**config.mk**
```make
export PLATFORM = sky130hd
export DESIGN_NAME = register_bank
export DESIGN_NICKNAME = d
export VERILOG_FILES = /design/src/rtl/udlx_pkg.sv /design/src/rtl/reg_scoreboard.sv /design/src/rtl/register_bank.sv
export SDC_FILE = /design/constraint.sdc
export NUM_CORES = 2
export LEC_CHECK = 0
export ABC_CLOCK_PERIOD_IN_PS = 51600
export CORE_MARGIN = 4
export CORE_UTILIZATION = 49
export DETAILED_ROUTE_END_ITERATION = 10
export PLACE_DENSITY_LB_ADDON = 0.12
export SKIP_LAST_GASP = 1
export SLEW_MARGIN = 30
export SYNTH_ARGS = -nofsm -noshare
export SYNTH_HDL_FRONTEND = slang
export SYNTH_HIERARCHICAL = 1
export SYNTH_SLANG_ARGS = --single-unit
```
**constraint.sdc**
```tcl
create_clock -name clk -period 51.6 [get_ports clk]
set_input_delay 10.32 -clock clk [delete_from_list [all_inputs] [get_ports clk]]
set_output_delay 10.32 -clock clk [all_outputs]
set_load 0.02 [all_outputs]
```
**src/rtl/udlx_pkg.sv**
```systemverilog
// Shared constants for the register file and its write-back / decode neighbours.
package udlx_pkg;

   localparam int DATA_WIDTH     = 32;
   localparam int REG_ADDR_WIDTH = 5;
   localparam int NUM_REGS       = 1 << REG_ADDR_WIDTH;

   localparam logic [REG_ADDR_WIDTH-1:0] ZERO_REG = '0;

endpackage

```
**src/rtl/reg_scoreboard.sv**
```systemverilog
// Pending-write scoreboard: one bit per register marking an issued producer
// that has not written back yet, plus hazard detection for two read addresses.
module reg_scoreboard
   import udlx_pkg::*;
(
   input  logic                      clk,
   input  logic                      rst,
   input  logic                      set_en_i,
   input  logic [REG_ADDR_WIDTH-1:0] set_addr_i,
   input  logic                      clr_en_i,
   input  logic [REG_ADDR_WIDTH-1:0] clr_addr_i,
   input  logic [REG_ADDR_WIDTH-1:0] qry_a_i,
   input  logic [REG_ADDR_WIDTH-1:0] qry_b_i,
   output logic                      hz_a_o,
   output logic                      hz_b_o
);

   logic [NUM_REGS-1:0] pending_q;
   logic [NUM_REGS-1:0] pending_d;

   // Set is applied after clear so a freshly issued producer wins a collision.
   always_comb begin
      pending_d = pending_q;
      if (clr_en_i) begin
         pending_d[clr_addr_i] = 1'b0;
      end
      if (set_en_i && (set_addr_i != ZERO_REG)) begin
         pending_d[set_addr_i] = 1'b1;
      end
      pending_d[ZERO_REG] = 1'b0;
   end

   always_ff @(posedge clk or posedge rst) begin
      if (rst) begin
         pending_q <= '0;
      end else begin
         pending_q <= pending_d;
      end
   end

   // A write-back landing this cycle resolves the hazard through the bypass.
   always_comb begin
      hz_a_o = (qry_a_i != ZERO_REG) && pending_q[qry_a_i]
               && !(clr_en_i && (clr_addr_i == qry_a_i));
      hz_b_o = (qry_b_i != ZERO_REG) && pending_q[qry_b_i]
               && !(clr_en_i && (clr_addr_i == qry_b_i));
   end

endmodule

```
**src/rtl/register_bank.sv**
```systemverilog
// General-purpose register file: one write-back port, two registered read
// ports with same-cycle bypass, and a stall when decode reads an in-flight register.
module register_bank
   import udlx_pkg::*;
(
   input  logic                      clk,
   input  logic                      rst,
   input  logic                      reg_wr_en_in,
   input  logic [REG_ADDR_WIDTH-1:0] reg_wr_addr_in,
   input  logic [DATA_WIDTH-1:0]     reg_wr_data_in,
   input  logic                      rd_en_in,
   input  logic [REG_ADDR_WIDTH-1:0] rd_addr_a_in,
   input  logic [REG_ADDR_WIDTH-1:0] rd_addr_b_in,
   input  logic                      pend_set_en_in,
   input  logic [REG_ADDR_WIDTH-1:0] pend_set_addr_in,
   output logic [DATA_WIDTH-1:0]     rd_data_a_out,
   output logic [DATA_WIDTH-1:0]     rd_data_b_out,
   output logic                      stall_out
);

   logic [DATA_WIDTH-1:0] mem_q [NUM_REGS];
   logic [DATA_WIDTH-1:0] rd_a_q;
   logic [DATA_WIDTH-1:0] rd_a_d;
   logic [DATA_WIDTH-1:0] rd_b_q;
   logic [DATA_WIDTH-1:0] rd_b_d;
   logic                  hz_a;
   logic                  hz_b;
   logic                  byp_a;
   logic                  byp_b;
   logic                  capture;

   reg_scoreboard u_scoreboard (
      .clk        (clk),
      .rst        (rst),
      .set_en_i   (pend_set_en_in),
      .set_addr_i (pend_set_addr_in),
      .clr_en_i   (reg_wr_en_in),
      .clr_addr_i (reg_wr_addr_in),
      .qry_a_i    (rd_addr_a_in),
      .qry_b_i    (rd_addr_b_in),
      .hz_a_o     (hz_a),
      .hz_b_o     (hz_b)
   );

   assign stall_out = rd_en_in && (hz_a || hz_b);
   assign capture   = rd_en_in && !stall_out;
   assign byp_a     = reg_wr_en_in && (reg_wr_addr_in == rd_addr_a_in);
   assign byp_b     = reg_wr_en_in && (reg_wr_addr_in == rd_addr_b_in);

   always_comb begin
      rd_a_d = rd_a_q;
      rd_b_d = rd_b_q;
      if (capture) begin
         if (rd_addr_a_in == ZERO_REG) begin
            rd_a_d = '0;
         end else if (byp_a) begin
            rd_a_d = reg_wr_data_in;
         end else begin
            rd_a_d = mem_q[rd_addr_a_in];
         end
         if (rd_addr_b_in == ZERO_REG) begin
            rd_b_d = '0;
         end else if (byp_b) begin
            rd_b_d = reg_wr_data_in;
         end else begin
            rd_b_d = mem_q[rd_addr_b_in];
         end
      end
   end

   // r0 is never written, so it stays at its reset value of zero.
   always_ff @(posedge clk or posedge rst) begin
      if (rst) begin
         for (int i = 0; i < NUM_REGS; i++) begin
            mem_q[i] <= '0;
         end
      end else if (reg_wr_en_in && (reg_wr_addr_in != ZERO_REG)) begin
         mem_q[reg_wr_addr_in] <= reg_wr_data_in;
      end
   end

   always_ff @(posedge clk or posedge rst) begin
      if (rst) begin
         rd_a_q <= '0;
         rd_b_q <= '0;
      end else begin
         rd_a_q <= rd_a_d;
         rd_b_q <= rd_b_d;
      end
   end

   assign rd_data_a_out = rd_a_q;
   assign rd_data_b_out = rd_b_q;

endmodule

```
==> impl_metrics.py <==
metrics = {
    "worst_setup_path": {
        "cp_cell_sequence": "buf_8 -> buf_12 -> mux4_2 -> o211ai_1 -> a2bb2oi_1 -> a31oi_1 -> o21a_1 -> clkdlybuf4s50_1",
        "crit_path_max_incr_delay_ns": 0.65,
        "end_kind": "output port",
        "cp-start-kind": "input port",
        "cp.arrival_ns": 13.46,
        "critical_path_required_ns": 41.28,
        "path_class": "in2out",
        "slowest_stage": "buf_12",
        "worstPathMaxFanout": 100,
    },
    "yosys": {
        "synth.area.mux_share_pct": 40.4,
        "synth_edf_count": 0,
        "avgSynthCellArea_um2": 14.9,
        "async_reset_ff_share_pct": 100,
        "synth-xor-area-share_pct": 0.300,
        "ys.flop_type": "dfrtp_1",
        "syn-cell-area_mm2": 0.0585,
        "ys_seq_area_share_pct": 47.9,
        "synthAdderAreaFrac_pct": 0,
        "synth_top_family_by_area": "multiplexers",
        "synth_cell_types": 57,
        "synth_compound_area_share_pct": 6.01,
        "synthesis.nets": 3984,
        "ys.warnings.count": 6,
        "synthCells": 3927,
        "synth-seq-cells": 1119,
        "synthSimpleGateAreaFrac_pct": 1.69,
    },
    "finish": {
        "nNetsFinal": 3902,
        "final_common_cell": "dfrtp_1",
        "final_cell_mix": "dfrtp_1, mux2_2, mux4_2",
        "finalNonFillerCells": 5485,
        "drive_gt1_share_pct": 35.1,
        "area_growth_pct": 11.3,
        "utilization_pct": 55.1,
    },
    "sta": {
        "tightest_slew_ns": 1.07,
        "finalHoldViolations": 0,
        "clock_skew_ns": 0.0286,
        "fin_setup_tns_ns": 0,
        "period_share_pct": 46.1,
        "fmax_mhz": 42.0,
        "max_slew_margin_pct": 28.9,
        "finalMaxSlewViolations": 0,
        "setup_violations": 0,
        "fin_crit_ns": 23.78,
        "rsz0062_at_grt": "false",
    },
    "routing": {
        "drt_pass1_iterations": 6,
        "drtAntennaViolNets": 0,
        "drc": 0,
        "via_per_inst": 6.68,
        "drtIter0Drc": 3234,
        "postRouteWirelength_um": 174000,
        "wire_per_inst_um": 31.8,
        "vias": 36700,
    },
    "die": {
        "row_count": 126,
        "fp.dieArea_mm2": 0.125,
        "initial_core_util_pct": 49.5,
        "die_w_um": 353,
        "io_pins": 122,
        "coreArea_mm2": 0.118,
        "die_h_um": 353,
    },
    "grt": {
        "busiest_layer": "met2",
        "grt_pass1_vias": 38100,
        "grt_use_met3_pct": 4.73,
        "grt_pass1_wl_um": 260000,
        "grtUsageTotal_pct": 28.1,
        "overflow": 0,
        "use_met1_pct": 39.8,
        "grtUsageMet2_pct": 44.4,
        "grt_max_degree": 174,
        "antenna_found_initial": 3,
    },
    "placement": {
        "place_congestion": 0.763,
        "dp_hpwl_um": 96300,
        "place_inst": 5244,
        "port_buffers": 121,
    },
    "clock_tree": {
        "cts_buffers": 131,
        "ctsRootBufferMaster": "clkbuf_16",
        "cts.htree.levels": 4,
        "cts.sinks": 1119,
        "clock_latency_ns": 0.74,
        "post_cts.repair.setup_buffers": 0,
        "cts_hold_buf": 0,
        "cts_tree": "built",
        "cts_resized": 0,
        "clk_pin_slew_ns": 0.05,
        "cts_buffer_depth": 3,
    },
    "hold_path": {
        "hp-class": "reg2reg",
    },
    "status": {
        "outcome": "finished clean",
    },
    "power_and_ir_drop": {
        "total_leakage_power_nw": 28.0,
        "p_per_area_mw_per_mm2": 40.8,
        "ir_drop_v": 0.0000317,
        "p_total_mw": 2.65,
    },
    "run": {
        "max-cap-violations": 0,
    },
}
-- final cells by class --
| type | count | area, µm² |
|---|---|---|
| Antenna cell | 3 | 7.51 |
| Fill cell | 9627 | 53100 |
| Tap cell | 1536 | 1920 |
| Clock inverter | 37 | 440 |
| Sequential cell | 1119 | 28000 |
| Multi-Input combinational cell | 2327 | 28500 |
| Inverter | 37 | 146 |
| Timing Repair Buffer | 229 | 2120 |
| Clock buffer | 197 | 3920 |
-- kinds of logic after synthesis --
logic type | Yosys count
AOI/OAI and AO/OA | 502
xor gates and xnor gates | 20
buffers and inverters | 481
DFF | 1119
muxes | 1619
and+or+nand+nor | 186
-- layer usage --
layer  part of all wire [%]  routed length, µm
met5                 0.0075                 13
met2                     47              82000
met1                     44              76000
met3                    5.8              10200
met4                    3.6               6230
-- cell usage after synthesis (all sizes together), types with 2 or more instances --
| master | instances | share of area [%] |
|---|---|---|
| clkbuf | 246 | 1.6 |
| nor3 | 3 | 0.026 |
| mux4 | 491 | 19 |
| mux2i | 134 | 2.3 |
| nand2b | 5 | 0.053 |
| xnor2 | 8 | 0.12 |
| buf | 198 | 1.9 |
| a22o | 32 | 0.48 |
| or2 | 2 | 0.021 |
| o21ai | 128 | 1.1 |
| o32ai | 2 | 0.030 |
| o211ai | 2 | 0.026 |
| a31oi | 3 | 0.043 |
| nand4 | 2 | 0.021 |
| or3 | 34 | 0.36 |
| inv | 37 | 0.24 |
| nor2 | 26 | 0.17 |
| a211oi | 3 | 0.039 |
| a21oi | 67 | 0.57 |
| nor4 | 7 | 0.096 |
| nor2b | 10 | 0.11 |
| nand3b | 10 | 0.13 |
| a22oi | 160 | 2.1 |
| dfrtp | 1119 | 48 |
| xor2 | 12 | 0.18 |
| and2 | 3 | 0.032 |
| a222oi | 32 | 0.55 |
| a221oi | 64 | 0.96 |
| a2111oi | 3 | 0.077 |
| mux2 | 994 | 19 |
| nand3 | 11 | 0.094 |
| nand2 | 58 | 0.37 |
| nor3b | 6 | 0.077 |
| or3b | 4 | 0.060 |
-- per-stage QoR --
stage               worst slack, ns  cell area [µm²]  hold WS (ns)
finish                        27.82            65100         0.393
detailed placement            27.67            60600         0.382
floorplan                     10.65            58500         0.441
global route                  27.58            65100         0.407
global placement              27.67            60700         0.376
CTS                           27.67            65000         0.395
-- where the power goes --
group | internal, mW | switching, mW
clock network | 0.561 | 0.376
logic | 0.308 | 0.226
registers | 1.05 | 0.129
-- path summary, 6_finish.rpt --
path                                            start                end  slack (ns)  cells past startpoint
setup / recovery                      rd_addr_b_in[0]          stall_out       27.82                      8
hold / removal                            mem_q[1008]        mem_q[1008]        0.39                      0
setup reg to reg           u_scoreboard/pending_q[19]  rd_data_a_out[17]       47.19                     12
hold reg to reg                           mem_q[1008]        mem_q[1008]        0.39                      0
max in group asynchronous                         rst        mem_q[1003]       39.23                      5
min in group asynchronous                         rst         mem_q[448]       10.02                      2
-- registers in the layout, indices dropped and copies added, names as in the netlist --
register / count
u_scoreboard/pending_q: 31
rd_data_b_out: 32
rd_data_a_out: 32
mem_q: 1024
-- worst max-delay path: cells and delay by family --
kind            cells  cell delay [ns]
buf+inv             3             1.75
mux                 1             0.60
compound gates      4             0.78
Note: power is estimated with default switching activity, not from simulation.
